<file path="config.mk">
export PLATFORM = sky130hd
export DESIGN_NAME = cgra_top_flat
export DESIGN_NICKNAME = d
export VERILOG_FILES = /design/src/rtl/cgra_top_if.sv /design/src/rtl/cgra_top.sv /design/src/flat_wrapper.sv
export SDC_FILE = /design/constraint.sdc
export NUM_CORES = 1
export LEC_CHECK = 0
export CAP_MARGIN = 10
export CORE_MARGIN = 5
export CORE_UTILIZATION = 52
export DETAILED_ROUTE_END_ITERATION = 6
export PLACE_DENSITY_LB_ADDON = 0.08
export SYNTH_ARGS = -nofsm -noshare
export SYNTH_HDL_FRONTEND = slang
export SYNTH_SLANG_ARGS = --single-unit
</file>
<file path="constraint.sdc">
create_clock -name clk_in -period 7.5 [get_ports clk_in]
set_input_delay 1.5 -clock clk_in [delete_from_list [all_inputs] [get_ports clk_in]]
set_output_delay 1.5 -clock clk_in [all_outputs]
set_load 0.05 [all_outputs]
</file>
<file path="src/rtl/cgra_top_if.sv">
// Configuration bus of the CGRA tile: an address/data pair sampled every edge.
interface cgra_top_if;
  logic [31:0] config_addr_in;
  logic [31:0] config_data_in;

  modport master (output config_addr_in, config_data_in);
  modport slave  (input  config_addr_in, config_data_in);
endinterface

</file>
<file path="src/rtl/cgra_top.sv">
// Single CGRA tile: four 16-track pad sides routed, directly or through one
// 16-bit ALU PE, onto registered output sides under memory-mapped config.
module cgra_top (
  input  logic clk_in,
  input  logic reset_in,
  cgra_top_if.slave i_cfg,
  input  logic pad_S0_T0_in, pad_S0_T1_in, pad_S0_T2_in, pad_S0_T3_in, pad_S0_T4_in, pad_S0_T5_in, pad_S0_T6_in, pad_S0_T7_in,
  input  logic pad_S0_T8_in, pad_S0_T9_in, pad_S0_T10_in, pad_S0_T11_in, pad_S0_T12_in, pad_S0_T13_in, pad_S0_T14_in, pad_S0_T15_in,
  input  logic pad_S1_T0_in, pad_S1_T1_in, pad_S1_T2_in, pad_S1_T3_in, pad_S1_T4_in, pad_S1_T5_in, pad_S1_T6_in, pad_S1_T7_in,
  input  logic pad_S1_T8_in, pad_S1_T9_in, pad_S1_T10_in, pad_S1_T11_in, pad_S1_T12_in, pad_S1_T13_in, pad_S1_T14_in, pad_S1_T15_in,
  input  logic pad_S2_T0_in, pad_S2_T1_in, pad_S2_T2_in, pad_S2_T3_in, pad_S2_T4_in, pad_S2_T5_in, pad_S2_T6_in, pad_S2_T7_in,
  input  logic pad_S2_T8_in, pad_S2_T9_in, pad_S2_T10_in, pad_S2_T11_in, pad_S2_T12_in, pad_S2_T13_in, pad_S2_T14_in, pad_S2_T15_in,
  input  logic pad_S3_T0_in, pad_S3_T1_in, pad_S3_T2_in, pad_S3_T3_in, pad_S3_T4_in, pad_S3_T5_in, pad_S3_T6_in, pad_S3_T7_in,
  input  logic pad_S3_T8_in, pad_S3_T9_in, pad_S3_T10_in, pad_S3_T11_in, pad_S3_T12_in, pad_S3_T13_in, pad_S3_T14_in, pad_S3_T15_in,
  output logic pad_S0_T0_out, pad_S0_T1_out, pad_S0_T2_out, pad_S0_T3_out, pad_S0_T4_out, pad_S0_T5_out, pad_S0_T6_out, pad_S0_T7_out,
  output logic pad_S0_T8_out, pad_S0_T9_out, pad_S0_T10_out, pad_S0_T11_out, pad_S0_T12_out, pad_S0_T13_out, pad_S0_T14_out, pad_S0_T15_out,
  output logic pad_S1_T0_out, pad_S1_T1_out, pad_S1_T2_out, pad_S1_T3_out, pad_S1_T4_out, pad_S1_T5_out, pad_S1_T6_out, pad_S1_T7_out,
  output logic pad_S1_T8_out, pad_S1_T9_out, pad_S1_T10_out, pad_S1_T11_out, pad_S1_T12_out, pad_S1_T13_out, pad_S1_T14_out, pad_S1_T15_out,
  output logic pad_S2_T0_out, pad_S2_T1_out, pad_S2_T2_out, pad_S2_T3_out, pad_S2_T4_out, pad_S2_T5_out, pad_S2_T6_out, pad_S2_T7_out,
  output logic pad_S2_T8_out, pad_S2_T9_out, pad_S2_T10_out, pad_S2_T11_out, pad_S2_T12_out, pad_S2_T13_out, pad_S2_T14_out, pad_S2_T15_out,
  output logic pad_S3_T0_out, pad_S3_T1_out, pad_S3_T2_out, pad_S3_T3_out, pad_S3_T4_out, pad_S3_T5_out, pad_S3_T6_out, pad_S3_T7_out,
  output logic pad_S3_T8_out, pad_S3_T9_out, pad_S3_T10_out, pad_S3_T11_out, pad_S3_T12_out, pad_S3_T13_out, pad_S3_T14_out, pad_S3_T15_out,
  input  logic tdi,
  input  logic tms,
  input  logic tck,
  input  logic trst_n,
  output logic tdo
);

  typedef enum logic [3:0] {
    OP_ADD  = 4'd0,
    OP_SUB  = 4'd1,
    OP_MUL  = 4'd2,
    OP_AND  = 4'd3,
    OP_OR   = 4'd4,
    OP_XOR  = 4'd5,
    OP_SHL  = 4'd6,
    OP_SHR  = 4'd7,
    OP_PASS = 4'd8
  } pe_op_e;

  logic [2:0]  r_outsel [4];
  pe_op_e      r_pe_op;
  logic [2:0]  r_pe_asel;
  logic [2:0]  r_pe_bsel;
  logic [15:0] r_pe_const;
  logic [15:0] r_out [4];

  logic [15:0] w_side [4];
  logic [15:0] w_pe_a;
  logic [15:0] w_pe_b;
  logic [31:0] w_pe_prod;
  logic [15:0] w_pe_res;
  logic [15:0] w_out_nxt [4];
  logic        w_unused;

  // Side words: track T0 is the MSB.
  assign w_side[0] = {pad_S0_T0_in, pad_S0_T1_in, pad_S0_T2_in, pad_S0_T3_in, pad_S0_T4_in, pad_S0_T5_in, pad_S0_T6_in, pad_S0_T7_in,
                      pad_S0_T8_in, pad_S0_T9_in, pad_S0_T10_in, pad_S0_T11_in, pad_S0_T12_in, pad_S0_T13_in, pad_S0_T14_in, pad_S0_T15_in};
  assign w_side[1] = {pad_S1_T0_in, pad_S1_T1_in, pad_S1_T2_in, pad_S1_T3_in, pad_S1_T4_in, pad_S1_T5_in, pad_S1_T6_in, pad_S1_T7_in,
                      pad_S1_T8_in, pad_S1_T9_in, pad_S1_T10_in, pad_S1_T11_in, pad_S1_T12_in, pad_S1_T13_in, pad_S1_T14_in, pad_S1_T15_in};
  assign w_side[2] = {pad_S2_T0_in, pad_S2_T1_in, pad_S2_T2_in, pad_S2_T3_in, pad_S2_T4_in, pad_S2_T5_in, pad_S2_T6_in, pad_S2_T7_in,
                      pad_S2_T8_in, pad_S2_T9_in, pad_S2_T10_in, pad_S2_T11_in, pad_S2_T12_in, pad_S2_T13_in, pad_S2_T14_in, pad_S2_T15_in};
  assign w_side[3] = {pad_S3_T0_in, pad_S3_T1_in, pad_S3_T2_in, pad_S3_T3_in, pad_S3_T4_in, pad_S3_T5_in, pad_S3_T6_in, pad_S3_T7_in,
                      pad_S3_T8_in, pad_S3_T9_in, pad_S3_T10_in, pad_S3_T11_in, pad_S3_T12_in, pad_S3_T13_in, pad_S3_T14_in, pad_S3_T15_in};

  assign {pad_S0_T0_out, pad_S0_T1_out, pad_S0_T2_out, pad_S0_T3_out, pad_S0_T4_out, pad_S0_T5_out, pad_S0_T6_out, pad_S0_T7_out,
          pad_S0_T8_out, pad_S0_T9_out, pad_S0_T10_out, pad_S0_T11_out, pad_S0_T12_out, pad_S0_T13_out, pad_S0_T14_out, pad_S0_T15_out} = r_out[0];
  assign {pad_S1_T0_out, pad_S1_T1_out, pad_S1_T2_out, pad_S1_T3_out, pad_S1_T4_out, pad_S1_T5_out, pad_S1_T6_out, pad_S1_T7_out,
          pad_S1_T8_out, pad_S1_T9_out, pad_S1_T10_out, pad_S1_T11_out, pad_S1_T12_out, pad_S1_T13_out, pad_S1_T14_out, pad_S1_T15_out} = r_out[1];
  assign {pad_S2_T0_out, pad_S2_T1_out, pad_S2_T2_out, pad_S2_T3_out, pad_S2_T4_out, pad_S2_T5_out, pad_S2_T6_out, pad_S2_T7_out,
          pad_S2_T8_out, pad_S2_T9_out, pad_S2_T10_out, pad_S2_T11_out, pad_S2_T12_out, pad_S2_T13_out, pad_S2_T14_out, pad_S2_T15_out} = r_out[2];
  assign {pad_S3_T0_out, pad_S3_T1_out, pad_S3_T2_out, pad_S3_T3_out, pad_S3_T4_out, pad_S3_T5_out, pad_S3_T6_out, pad_S3_T7_out,
          pad_S3_T8_out, pad_S3_T9_out, pad_S3_T10_out, pad_S3_T11_out, pad_S3_T12_out, pad_S3_T13_out, pad_S3_T14_out, pad_S3_T15_out} = r_out[3];

  // JTAG pins and discarded config data bits are inert; folding them into a
  // constant-zero tdo keeps them referenced without affecting behaviour.
  assign w_unused = ^{tdi, tms, tck, trst_n, i_cfg.config_data_in[31:16]};
  assign tdo      = w_unused & 1'b0;

  // PE operand source: 0 = constant, 1..4 = input side, others = zero.
  function automatic logic [15:0] f_operand(input logic [2:0] sel, input logic [15:0] cst,
                                            input logic [15:0] s0, input logic [15:0] s1,
                                            input logic [15:0] s2, input logic [15:0] s3);
    case (sel)
      3'd0:    return cst;
      3'd1:    return s0;
      3'd2:    return s1;
      3'd3:    return s2;
      3'd4:    return s3;
      default: return '0;
    endcase
  endfunction

  assign w_pe_a    = f_operand(r_pe_asel, r_pe_const, w_side[0], w_side[1], w_side[2], w_side[3]);
  assign w_pe_b    = f_operand(r_pe_bsel, r_pe_const, w_side[0], w_side[1], w_side[2], w_side[3]);
  assign w_pe_prod = {16'd0, w_pe_a} * {16'd0, w_pe_b};

  // Combinational ALU, all results wrap to 16 bits.
  always_comb begin
    w_pe_res = '0;
    case (r_pe_op)
      OP_ADD:  w_pe_res = w_pe_a + w_pe_b;
      OP_SUB:  w_pe_res = w_pe_a - w_pe_b;
      OP_MUL:  w_pe_res = w_pe_prod[15:0];
      OP_AND:  w_pe_res = w_pe_a & w_pe_b;
      OP_OR:   w_pe_res = w_pe_a | w_pe_b;
      OP_XOR:  w_pe_res = w_pe_a ^ w_pe_b;
      OP_SHL:  w_pe_res = w_pe_a << w_pe_b[3:0];
      OP_SHR:  w_pe_res = w_pe_a >> w_pe_b[3:0];
      OP_PASS: w_pe_res = w_pe_a;
      default: w_pe_res = '0;
    endcase
  end

  // Next value of each output register from its OUTSEL source.
  always_comb begin
    for (int unsigned s = 0; s < 4; s++) begin
      w_out_nxt[s] = '0;
      case (r_outsel[s])
        3'd1:    w_out_nxt[s] = w_side[0];
        3'd2:    w_out_nxt[s] = w_side[1];
        3'd3:    w_out_nxt[s] = w_side[2];
        3'd4:    w_out_nxt[s] = w_side[3];
        3'd5:    w_out_nxt[s] = w_pe_res;
        default: w_out_nxt[s] = '0;
      endcase
    end
  end

  // Configuration register file; reset overrides a coincident write.
  always_ff @(posedge clk_in) begin
    if (reset_in) begin
      for (int unsigned s = 0; s < 4; s++) r_outsel[s] <= '0;
      r_pe_op    <= OP_ADD;
      r_pe_asel  <= '0;
      r_pe_bsel  <= '0;
      r_pe_const <= '0;
    end else begin
      case (i_cfg.config_addr_in)
        32'h01: r_outsel[0] <= i_cfg.config_data_in[2:0];
        32'h02: r_outsel[1] <= i_cfg.config_data_in[2:0];
        32'h03: r_outsel[2] <= i_cfg.config_data_in[2:0];
        32'h04: r_outsel[3] <= i_cfg.config_data_in[2:0];
        32'h10: r_pe_op     <= pe_op_e'(i_cfg.config_data_in[3:0]);
        32'h11: r_pe_asel   <= i_cfg.config_data_in[2:0];
        32'h12: r_pe_bsel   <= i_cfg.config_data_in[2:0];
        32'h13: r_pe_const  <= i_cfg.config_data_in[15:0];
        default: ;
      endcase
    end
  end

  // Output side registers, selected with the config held before this edge.
  always_ff @(posedge clk_in) begin
    for (int unsigned s = 0; s < 4; s++) begin
      if (reset_in) r_out[s] <= '0;
      else          r_out[s] <= w_out_nxt[s];
    end
  end

endmodule

</file>
<file path="src/flat_wrapper.sv">
// flat-port wrapper written by rule: the top's interface ports become plain ports
module cgra_top_flat 
  (clk_in, reset_in, pad_S0_T0_in, pad_S0_T1_in, pad_S0_T2_in, pad_S0_T3_in, pad_S0_T4_in, pad_S0_T5_in, pad_S0_T6_in, pad_S0_T7_in, pad_S0_T8_in, pad_S0_T9_in, pad_S0_T10_in, pad_S0_T11_in, pad_S0_T12_in, pad_S0_T13_in, pad_S0_T14_in, pad_S0_T15_in, pad_S1_T0_in, pad_S1_T1_in, pad_S1_T2_in, pad_S1_T3_in, pad_S1_T4_in, pad_S1_T5_in, pad_S1_T6_in, pad_S1_T7_in, pad_S1_T8_in, pad_S1_T9_in, pad_S1_T10_in, pad_S1_T11_in, pad_S1_T12_in, pad_S1_T13_in, pad_S1_T14_in, pad_S1_T15_in, pad_S2_T0_in, pad_S2_T1_in, pad_S2_T2_in, pad_S2_T3_in, pad_S2_T4_in, pad_S2_T5_in, pad_S2_T6_in, pad_S2_T7_in, pad_S2_T8_in, pad_S2_T9_in, pad_S2_T10_in, pad_S2_T11_in, pad_S2_T12_in, pad_S2_T13_in, pad_S2_T14_in, pad_S2_T15_in, pad_S3_T0_in, pad_S3_T1_in, pad_S3_T2_in, pad_S3_T3_in, pad_S3_T4_in, pad_S3_T5_in, pad_S3_T6_in, pad_S3_T7_in, pad_S3_T8_in, pad_S3_T9_in, pad_S3_T10_in, pad_S3_T11_in, pad_S3_T12_in, pad_S3_T13_in, pad_S3_T14_in, pad_S3_T15_in, pad_S0_T0_out, pad_S0_T1_out, pad_S0_T2_out, pad_S0_T3_out, pad_S0_T4_out, pad_S0_T5_out, pad_S0_T6_out, pad_S0_T7_out, pad_S0_T8_out, pad_S0_T9_out, pad_S0_T10_out, pad_S0_T11_out, pad_S0_T12_out, pad_S0_T13_out, pad_S0_T14_out, pad_S0_T15_out, pad_S1_T0_out, pad_S1_T1_out, pad_S1_T2_out, pad_S1_T3_out, pad_S1_T4_out, pad_S1_T5_out, pad_S1_T6_out, pad_S1_T7_out, pad_S1_T8_out, pad_S1_T9_out, pad_S1_T10_out, pad_S1_T11_out, pad_S1_T12_out, pad_S1_T13_out, pad_S1_T14_out, pad_S1_T15_out, pad_S2_T0_out, pad_S2_T1_out, pad_S2_T2_out, pad_S2_T3_out, pad_S2_T4_out, pad_S2_T5_out, pad_S2_T6_out, pad_S2_T7_out, pad_S2_T8_out, pad_S2_T9_out, pad_S2_T10_out, pad_S2_T11_out, pad_S2_T12_out, pad_S2_T13_out, pad_S2_T14_out, pad_S2_T15_out, pad_S3_T0_out, pad_S3_T1_out, pad_S3_T2_out, pad_S3_T3_out, pad_S3_T4_out, pad_S3_T5_out, pad_S3_T6_out, pad_S3_T7_out, pad_S3_T8_out, pad_S3_T9_out, pad_S3_T10_out, pad_S3_T11_out, pad_S3_T12_out, pad_S3_T13_out, pad_S3_T14_out, pad_S3_T15_out, tdi, tms, tck, trst_n, tdo, i_cfg_config_addr_in, i_cfg_config_data_in);
  cgra_top_if i_cfg_i ();
  input  logic clk_in;
  input  logic reset_in;
  input  logic pad_S0_T0_in;
  input  logic pad_S0_T1_in;
  input  logic pad_S0_T2_in;
  input  logic pad_S0_T3_in;
  input  logic pad_S0_T4_in;
  input  logic pad_S0_T5_in;
  input  logic pad_S0_T6_in;
  input  logic pad_S0_T7_in;
  input  logic pad_S0_T8_in;
  input  logic pad_S0_T9_in;
  input  logic pad_S0_T10_in;
  input  logic pad_S0_T11_in;
  input  logic pad_S0_T12_in;
  input  logic pad_S0_T13_in;
  input  logic pad_S0_T14_in;
  input  logic pad_S0_T15_in;
  input  logic pad_S1_T0_in;
  input  logic pad_S1_T1_in;
  input  logic pad_S1_T2_in;
  input  logic pad_S1_T3_in;
  input  logic pad_S1_T4_in;
  input  logic pad_S1_T5_in;
  input  logic pad_S1_T6_in;
  input  logic pad_S1_T7_in;
  input  logic pad_S1_T8_in;
  input  logic pad_S1_T9_in;
  input  logic pad_S1_T10_in;
  input  logic pad_S1_T11_in;
  input  logic pad_S1_T12_in;
  input  logic pad_S1_T13_in;
  input  logic pad_S1_T14_in;
  input  logic pad_S1_T15_in;
  input  logic pad_S2_T0_in;
  input  logic pad_S2_T1_in;
  input  logic pad_S2_T2_in;
  input  logic pad_S2_T3_in;
  input  logic pad_S2_T4_in;
  input  logic pad_S2_T5_in;
  input  logic pad_S2_T6_in;
  input  logic pad_S2_T7_in;
  input  logic pad_S2_T8_in;
  input  logic pad_S2_T9_in;
  input  logic pad_S2_T10_in;
  input  logic pad_S2_T11_in;
  input  logic pad_S2_T12_in;
  input  logic pad_S2_T13_in;
  input  logic pad_S2_T14_in;
  input  logic pad_S2_T15_in;
  input  logic pad_S3_T0_in;
  input  logic pad_S3_T1_in;
  input  logic pad_S3_T2_in;
  input  logic pad_S3_T3_in;
  input  logic pad_S3_T4_in;
  input  logic pad_S3_T5_in;
  input  logic pad_S3_T6_in;
  input  logic pad_S3_T7_in;
  input  logic pad_S3_T8_in;
  input  logic pad_S3_T9_in;
  input  logic pad_S3_T10_in;
  input  logic pad_S3_T11_in;
  input  logic pad_S3_T12_in;
  input  logic pad_S3_T13_in;
  input  logic pad_S3_T14_in;
  input  logic pad_S3_T15_in;
  output logic pad_S0_T0_out;
  output logic pad_S0_T1_out;
  output logic pad_S0_T2_out;
  output logic pad_S0_T3_out;
  output logic pad_S0_T4_out;
  output logic pad_S0_T5_out;
  output logic pad_S0_T6_out;
  output logic pad_S0_T7_out;
  output logic pad_S0_T8_out;
  output logic pad_S0_T9_out;
  output logic pad_S0_T10_out;
  output logic pad_S0_T11_out;
  output logic pad_S0_T12_out;
  output logic pad_S0_T13_out;
  output logic pad_S0_T14_out;
  output logic pad_S0_T15_out;
  output logic pad_S1_T0_out;
  output logic pad_S1_T1_out;
  output logic pad_S1_T2_out;
  output logic pad_S1_T3_out;
  output logic pad_S1_T4_out;
  output logic pad_S1_T5_out;
  output logic pad_S1_T6_out;
  output logic pad_S1_T7_out;
  output logic pad_S1_T8_out;
  output logic pad_S1_T9_out;
  output logic pad_S1_T10_out;
  output logic pad_S1_T11_out;
  output logic pad_S1_T12_out;
  output logic pad_S1_T13_out;
  output logic pad_S1_T14_out;
  output logic pad_S1_T15_out;
  output logic pad_S2_T0_out;
  output logic pad_S2_T1_out;
  output logic pad_S2_T2_out;
  output logic pad_S2_T3_out;
  output logic pad_S2_T4_out;
  output logic pad_S2_T5_out;
  output logic pad_S2_T6_out;
  output logic pad_S2_T7_out;
  output logic pad_S2_T8_out;
  output logic pad_S2_T9_out;
  output logic pad_S2_T10_out;
  output logic pad_S2_T11_out;
  output logic pad_S2_T12_out;
  output logic pad_S2_T13_out;
  output logic pad_S2_T14_out;
  output logic pad_S2_T15_out;
  output logic pad_S3_T0_out;
  output logic pad_S3_T1_out;
  output logic pad_S3_T2_out;
  output logic pad_S3_T3_out;
  output logic pad_S3_T4_out;
  output logic pad_S3_T5_out;
  output logic pad_S3_T6_out;
  output logic pad_S3_T7_out;
  output logic pad_S3_T8_out;
  output logic pad_S3_T9_out;
  output logic pad_S3_T10_out;
  output logic pad_S3_T11_out;
  output logic pad_S3_T12_out;
  output logic pad_S3_T13_out;
  output logic pad_S3_T14_out;
  output logic pad_S3_T15_out;
  input  logic tdi;
  input  logic tms;
  input  logic tck;
  input  logic trst_n;
  output logic tdo;
  input wire logic [$bits(i_cfg_i.config_addr_in)-1:0] i_cfg_config_addr_in;
  input wire logic [$bits(i_cfg_i.config_data_in)-1:0] i_cfg_config_data_in;
  assign i_cfg_i.config_addr_in = i_cfg_config_addr_in;
  assign i_cfg_i.config_data_in = i_cfg_config_data_in;
  cgra_top u_core (.clk_in(clk_in), .reset_in(reset_in), .i_cfg(i_cfg_i), .pad_S0_T0_in(pad_S0_T0_in), .pad_S0_T1_in(pad_S0_T1_in), .pad_S0_T2_in(pad_S0_T2_in), .pad_S0_T3_in(pad_S0_T3_in), .pad_S0_T4_in(pad_S0_T4_in), .pad_S0_T5_in(pad_S0_T5_in), .pad_S0_T6_in(pad_S0_T6_in), .pad_S0_T7_in(pad_S0_T7_in), .pad_S0_T8_in(pad_S0_T8_in), .pad_S0_T9_in(pad_S0_T9_in), .pad_S0_T10_in(pad_S0_T10_in), .pad_S0_T11_in(pad_S0_T11_in), .pad_S0_T12_in(pad_S0_T12_in), .pad_S0_T13_in(pad_S0_T13_in), .pad_S0_T14_in(pad_S0_T14_in), .pad_S0_T15_in(pad_S0_T15_in), .pad_S1_T0_in(pad_S1_T0_in), .pad_S1_T1_in(pad_S1_T1_in), .pad_S1_T2_in(pad_S1_T2_in), .pad_S1_T3_in(pad_S1_T3_in), .pad_S1_T4_in(pad_S1_T4_in), .pad_S1_T5_in(pad_S1_T5_in), .pad_S1_T6_in(pad_S1_T6_in), .pad_S1_T7_in(pad_S1_T7_in), .pad_S1_T8_in(pad_S1_T8_in), .pad_S1_T9_in(pad_S1_T9_in), .pad_S1_T10_in(pad_S1_T10_in), .pad_S1_T11_in(pad_S1_T11_in), .pad_S1_T12_in(pad_S1_T12_in), .pad_S1_T13_in(pad_S1_T13_in), .pad_S1_T14_in(pad_S1_T14_in), .pad_S1_T15_in(pad_S1_T15_in), .pad_S2_T0_in(pad_S2_T0_in), .pad_S2_T1_in(pad_S2_T1_in), .pad_S2_T2_in(pad_S2_T2_in), .pad_S2_T3_in(pad_S2_T3_in), .pad_S2_T4_in(pad_S2_T4_in), .pad_S2_T5_in(pad_S2_T5_in), .pad_S2_T6_in(pad_S2_T6_in), .pad_S2_T7_in(pad_S2_T7_in), .pad_S2_T8_in(pad_S2_T8_in), .pad_S2_T9_in(pad_S2_T9_in), .pad_S2_T10_in(pad_S2_T10_in), .pad_S2_T11_in(pad_S2_T11_in), .pad_S2_T12_in(pad_S2_T12_in), .pad_S2_T13_in(pad_S2_T13_in), .pad_S2_T14_in(pad_S2_T14_in), .pad_S2_T15_in(pad_S2_T15_in), .pad_S3_T0_in(pad_S3_T0_in), .pad_S3_T1_in(pad_S3_T1_in), .pad_S3_T2_in(pad_S3_T2_in), .pad_S3_T3_in(pad_S3_T3_in), .pad_S3_T4_in(pad_S3_T4_in), .pad_S3_T5_in(pad_S3_T5_in), .pad_S3_T6_in(pad_S3_T6_in), .pad_S3_T7_in(pad_S3_T7_in), .pad_S3_T8_in(pad_S3_T8_in), .pad_S3_T9_in(pad_S3_T9_in), .pad_S3_T10_in(pad_S3_T10_in), .pad_S3_T11_in(pad_S3_T11_in), .pad_S3_T12_in(pad_S3_T12_in), .pad_S3_T13_in(pad_S3_T13_in), .pad_S3_T14_in(pad_S3_T14_in), .pad_S3_T15_in(pad_S3_T15_in), .pad_S0_T0_out(pad_S0_T0_out), .pad_S0_T1_out(pad_S0_T1_out), .pad_S0_T2_out(pad_S0_T2_out), .pad_S0_T3_out(pad_S0_T3_out), .pad_S0_T4_out(pad_S0_T4_out), .pad_S0_T5_out(pad_S0_T5_out), .pad_S0_T6_out(pad_S0_T6_out), .pad_S0_T7_out(pad_S0_T7_out), .pad_S0_T8_out(pad_S0_T8_out), .pad_S0_T9_out(pad_S0_T9_out), .pad_S0_T10_out(pad_S0_T10_out), .pad_S0_T11_out(pad_S0_T11_out), .pad_S0_T12_out(pad_S0_T12_out), .pad_S0_T13_out(pad_S0_T13_out), .pad_S0_T14_out(pad_S0_T14_out), .pad_S0_T15_out(pad_S0_T15_out), .pad_S1_T0_out(pad_S1_T0_out), .pad_S1_T1_out(pad_S1_T1_out), .pad_S1_T2_out(pad_S1_T2_out), .pad_S1_T3_out(pad_S1_T3_out), .pad_S1_T4_out(pad_S1_T4_out), .pad_S1_T5_out(pad_S1_T5_out), .pad_S1_T6_out(pad_S1_T6_out), .pad_S1_T7_out(pad_S1_T7_out), .pad_S1_T8_out(pad_S1_T8_out), .pad_S1_T9_out(pad_S1_T9_out), .pad_S1_T10_out(pad_S1_T10_out), .pad_S1_T11_out(pad_S1_T11_out), .pad_S1_T12_out(pad_S1_T12_out), .pad_S1_T13_out(pad_S1_T13_out), .pad_S1_T14_out(pad_S1_T14_out), .pad_S1_T15_out(pad_S1_T15_out), .pad_S2_T0_out(pad_S2_T0_out), .pad_S2_T1_out(pad_S2_T1_out), .pad_S2_T2_out(pad_S2_T2_out), .pad_S2_T3_out(pad_S2_T3_out), .pad_S2_T4_out(pad_S2_T4_out), .pad_S2_T5_out(pad_S2_T5_out), .pad_S2_T6_out(pad_S2_T6_out), .pad_S2_T7_out(pad_S2_T7_out), .pad_S2_T8_out(pad_S2_T8_out), .pad_S2_T9_out(pad_S2_T9_out), .pad_S2_T10_out(pad_S2_T10_out), .pad_S2_T11_out(pad_S2_T11_out), .pad_S2_T12_out(pad_S2_T12_out), .pad_S2_T13_out(pad_S2_T13_out), .pad_S2_T14_out(pad_S2_T14_out), .pad_S2_T15_out(pad_S2_T15_out), .pad_S3_T0_out(pad_S3_T0_out), .pad_S3_T1_out(pad_S3_T1_out), .pad_S3_T2_out(pad_S3_T2_out), .pad_S3_T3_out(pad_S3_T3_out), .pad_S3_T4_out(pad_S3_T4_out), .pad_S3_T5_out(pad_S3_T5_out), .pad_S3_T6_out(pad_S3_T6_out), .pad_S3_T7_out(pad_S3_T7_out), .pad_S3_T8_out(pad_S3_T8_out), .pad_S3_T9_out(pad_S3_T9_out), .pad_S3_T10_out(pad_S3_T10_out), .pad_S3_T11_out(pad_S3_T11_out), .pad_S3_T12_out(pad_S3_T12_out), .pad_S3_T13_out(pad_S3_T13_out), .pad_S3_T14_out(pad_S3_T14_out), .pad_S3_T15_out(pad_S3_T15_out), .tdi(tdi), .tms(tms), .tck(tck), .trst_n(trst_n), .tdo(tdo));
endmodule
</file>
Word level (Yosys, flattened, before mapping)
Memories as Yosys holds them, arrays and structs flattened.
Index checks and enable logic that the tools add are counted.
W data, S select, Z words.
Operators by class
  mux-type cells: 30
  eq/ne operators: 44
  bitwise gates (word level): 11
  shift-type cells: 2
  multiply operators: 1
  add/sub/neg operators: 2
  reductions and logical operators: 3
Operator list (count)
  $pmux W16 S5: 6
  $pmux W16 S9: 1
  $eq A32 B5 Y1 const B: 4
  $eq A32 B2 Y1 const B: 2
  $mux W16: 4
  $eq A3 B2 Y1 const B: 12
  $eq A32 B1 Y1 const B: 1
  $eq A32 B3 Y1 const B: 1
  $eq A3 B3 Y1 const B: 10
  $eq A3 B1 Y1 const B: 6
  $add A16 B16 Y16: 1
  $and A16 B16 Y16: 1
  $eq A4 B3 Y1 const B: 4
  $mul A16 B16 Y16: 1
  $or A16 B16 Y16: 1
  $shl A16 B4 Y16: 1
  $shr A16 B4 Y16: 1
  $sub A16 B16 Y16: 1
  $xor A16 B16 Y16: 1
  $mux W1: 15
  $mux W3: 4
  $eq A4 B2 Y1 const B: 2
  $or A1 B1 Y1: 8
  $logic_not A3 Y1: 2
  other kinds (3): 3
Word-level totals
  output and inout port bits: 65
  logic and storage cells: 99
  RAM bits: 76
  register bits: 26
  memories kept: 2
Memory list
  u_core.r_out: words 4, bits a word 16, rd ports 4, clocked after memory_dff 0, write ports 4, line cgra_top.sv:47  | logic [15:0] r_out [4];
  u_core.r_outsel: words 4, bits a word 3, rd ports 4, clocked after memory_dff 0, write ports 4, line cgra_top.sv:42  | logic [2:0] r_outsel [4];

Longest topological paths before layout
  depth after elaboration: 6
  mapped depth: 31
  mapped depth without buffers: 27

Worst setup path after synthesis
Ideal clock, no wire load.
  path kind: input to register
  start point: input port pad_S3_T13_in
  end point: memory u_core.r_out[0][13]
  setup slack: -0.362 ns
  arrival: 7.741 ns
  data required time: 7.378 ns
  stages: 25
  setup time: 0.122 ns
  buffers on the path: 3
  path through: mux2i_1 > o221ai_1 > nand2_1 > inv_1 > buf_2 > clkbuf_1 > buf_1 > nand2_1 > fa_1 > fa_1 > fa_1 > fa_1 > inv_1 > fa_1 > inv_1 > fa_1 > inv_1 > ha_1 > and3_1 > a22o_1 > or3_1 > a31oi_1 > o211ai_1 > a221oi_1 > nor2_1
RTL lines
  start, declared: line flat_wrapper.sv:68  | input logic pad_S3_T13_in;
  end, declared: line cgra_top.sv:47

==> qor.yml <==
startpoint_type: "input pin"
worst_setup_path_end_kind: "flip-flop"
ys.flop_type: "dfxtp_1"
cts_tree: "yes"
hold_class: "flip-flop to flip-flop"
dp_hpwl_um: 49000
die_w_um: 176
initial_core_util: 0.529
die_h_um: 176
portBuffers: 177
vdd_ir_drop_max_v: 0.0000912
grt-ovfl-total: 0
finalCritPeriodShare: 0.997
worstMarginPinSlew_ps: 1270
relSlewSlack: 0.148
drtIter0Drc: 2407
rsz0062_at_grt: "true"
layout.nets: 2447
timing.fmax_mhz: 134
final_common_cell: "buf_4"
min_to: "u_core.r_pe_const[0]$_SDFFE_PP0N_"
ys_seq_elements: 102
maxCapViolations: 0
clock_latency_ps: 360
postPlaceCellArea_um2: 18000
crit_fanout: 6
rows: 60
power_density_nw_per_um2: 73.1
grt_max_degree: 47
setup_viol: 0
fin_ws_ps: 20.8
grt_first_pass_wirelength_um: 93300
r2r_slack_ps: 320
finalClockSkew_ps: 10.5
synth_area_um2: 14300
fillers: 2161
dr.pass1.iters: 7
io_pins: 199
routedWlPerCell_um: 25.4
synth_fp_nets: 2056
antennaDiodeCount: 0
vias_per_cell: 6.54
final_area_um2: 19300
cts.htree.levels: 3
yosysUniqueCellTypes: 94
vias: 16200
async_reset_ff_frac: 0
gp_congestion: 1.04
synth_area_per_cell_um2: 8.21
layout_min_cycle_time_ps: 7480
min_from: "u_core.r_pe_const[0]$_SDFFE_PP0N_"
ys_seq_area_frac: 0.151
track_usage: 0.390
cts_sinks: 102
worst_r2r_startpoint: "u_core.r_pe_bsel[1]$_SDFFE_PP0N_"
netlist_instances: 1743
grt_pass1_vias: 15600
design.die.area_um2: 30900
cts_root_buffer: "clkbuf_16"
worstSetupPathType: "input pin to flip-flop"
leakage_nw: 8.12
antenna_left: 0
p_total_w: 0.00141
drc: 0
r2r_cells: 26
r2r-end: "u_core.r_out[1][31]$_SDFF_PP0_"
final_cell_mix: "282 x buf_4, 205 x nor2_1, 129 x clkdlybuf4s50_1"
status: "finished, final reports clean"
core_area_um2: 27000
clk_path_buf_depth: 2
synth_warnings: 0
drive_gt1_frac: 0.281
dpl_worst_slack_ps: -989
hold_slack_ps: 535
grt_antenna_before_repair: 2
hold_depth: 2
drt_wl_total_um: 62900
cts_made_buffers: 9
drv_slew: 0
final_util: 0.713
hold_violations: 0
areaGrowthSynthToFinish_pct: 34.6
worstPathArrival_ps: 7720
path_clk_slew_ps: 80
cp.required_ps: 7740
synth_edf_count: 12
==> cell families after synthesis <==
family,Yosys count,synth area share
XOR/XNOR,59,0.0405
flip-flops,102,0.151
adder cells (fa/ha/maj),179,0.199
multiplexers,174,0.130
AO/OA/AOI/OAI,435,0.225
other,1,0.000262
AND/OR/NAND/NOR,523,0.170
buffers and inverters,270,0.0842
==> state kept, by name, indices dropped and copies added (netlist names) <==
register,flops
u_core.r_pe_asel,3
u_core.r_pe_op,4
u_core.r_pe_bsel,3
u_core.r_pe_const,16
u_core.r_out,64
u_core.r_outsel,12
==> power by group <==
| part | switching [W] | internal [W] | leakage, nW | total (W) |
|---|---|---|---|---|
| clock | 0.000229 | 0.000232 | 0.133 | 0.000461 |
| combinational | 0.000208 | 0.000160 | 7.14 | 0.000368 |
| sequential | 0.00000942 | 0.000568 | 0.846 | 0.000578 |
==> stage by stage <==
step / cells / TNS, ps
6_report: 2480 / 0
5_1_grt: 2480 / -491
4_1_cts: 2462 / 0
3_5_place_dp: 2408 / -25080
3_3_place_gp: 2408 / -22010
2_1_floorplan: 1743 / 0
==> cell type report <==
type,count,area (µm²),share of cell area
well taps,341,427,0.0222
flip-flops and latches,102,2160,0.112
inverters,159,631,0.0327
clock buffers,10,229,0.0119
repair buffers,491,4210,0.219
multi-input cells,1371,11500,0.600
clock inverters,6,52.6,0.00273
==> layer usage <==
metal,global-route usage,vias up,routed length (µm),part of all wire
met5,0,-,34,0.00054
met4,0.129,4,2940,0.047
met3,0.136,276,9140,0.15
met2,0.586,1305,26600,0.42
met1,0.527,7667,24100,0.38
li1,-,6978,-,-
==> cell usage after synthesis (all sizes together), types with 8 or more instances <==
library cell | n | area, µm²
clkbuf | 58 | 218
xor2 | 14 | 123
nor2 | 217 | 825
inv | 156 | 591
nand3b | 9 | 67.6
nand2b | 8 | 50.1
nor3b | 10 | 75.1
and3b | 8 | 70.1
o211ai | 8 | 65.1
o21ai | 73 | 369
o22ai | 12 | 135
o221ai | 44 | 385
a31oi | 11 | 68.8
a211oi | 13 | 108
a22oi | 75 | 573
xnor2 | 41 | 367
o31ai | 8 | 78.8
o2bb2ai | 13 | 114
nor4 | 10 | 75.1
dfxtp | 90 | 1800
a21oi | 67 | 339
and2 | 44 | 275
edfxtp | 12 | 360
mux2i | 91 | 911
fa | 81 | 1620
a21o | 14 | 105
nor2b | 16 | 110
o21a | 22 | 168
nand3 | 12 | 60.1
buf | 53 | 385
ha | 98 | 1230
nor3 | 32 | 160
mux2 | 82 | 931
a221oi | 40 | 363
nand2 | 137 | 517
==> worst max-delay path, cell delays in order <==
cell           delay, ps
dlygate4sd2_1        350
mux2i_1              170
o32ai_4              380
buf_4                200
nand2_1               70
fa_1                 430
fa_1                 580
inv_1                 60
fa_1                 490
fa_1                 550
inv_1                 50
fa_1                 480
fa_2                 390
xnor2_2              150
xnor2_1              200
xnor2_1              170
xnor2_1              150
buf_4                160
xnor2_2              110
xnor3_2              330
xnor2_4              170
o211ai_4             170
a221oi_2             320
nor2_1                70
==> how the worst max path moves through the flow <==
stage | start | to | slack [ps] | cells past startpoint
after floorplan | pad_S3_T13_in | u_core.r_out[0][13]$_SDFF_PP0_ | 5 | 25
after global placement | pad_S1_T9_in | u_core.r_out[1][13]$_SDFF_PP0_ | -900 | 23
after detailed placement | pad_S1_T13_in | u_core.r_out[1][13]$_SDFF_PP0_ | -990 | 28
after CTS | pad_S1_T9_in | u_core.r_out[1][15]$_SDFF_PP0_ | 0.8 | 26
after global routing | pad_S0_T13_in | u_core.r_out[1][31]$_SDFF_PP0_ | -100 | 26
final | pad_S3_T7_in | u_core.r_out[1][31]$_SDFF_PP0_ | 20 | 24
==> timing repair <==
action / 4_1_cts / 5_1_grt
buffers inserted: 40 / 18
setup endpoints to repair: 36 / 35
hold buffers: 0 / 0
gates resized for setup: 174 / 106
pin swaps: 82 / 67
No activity file was read; power rests on OpenSTA's default activity.
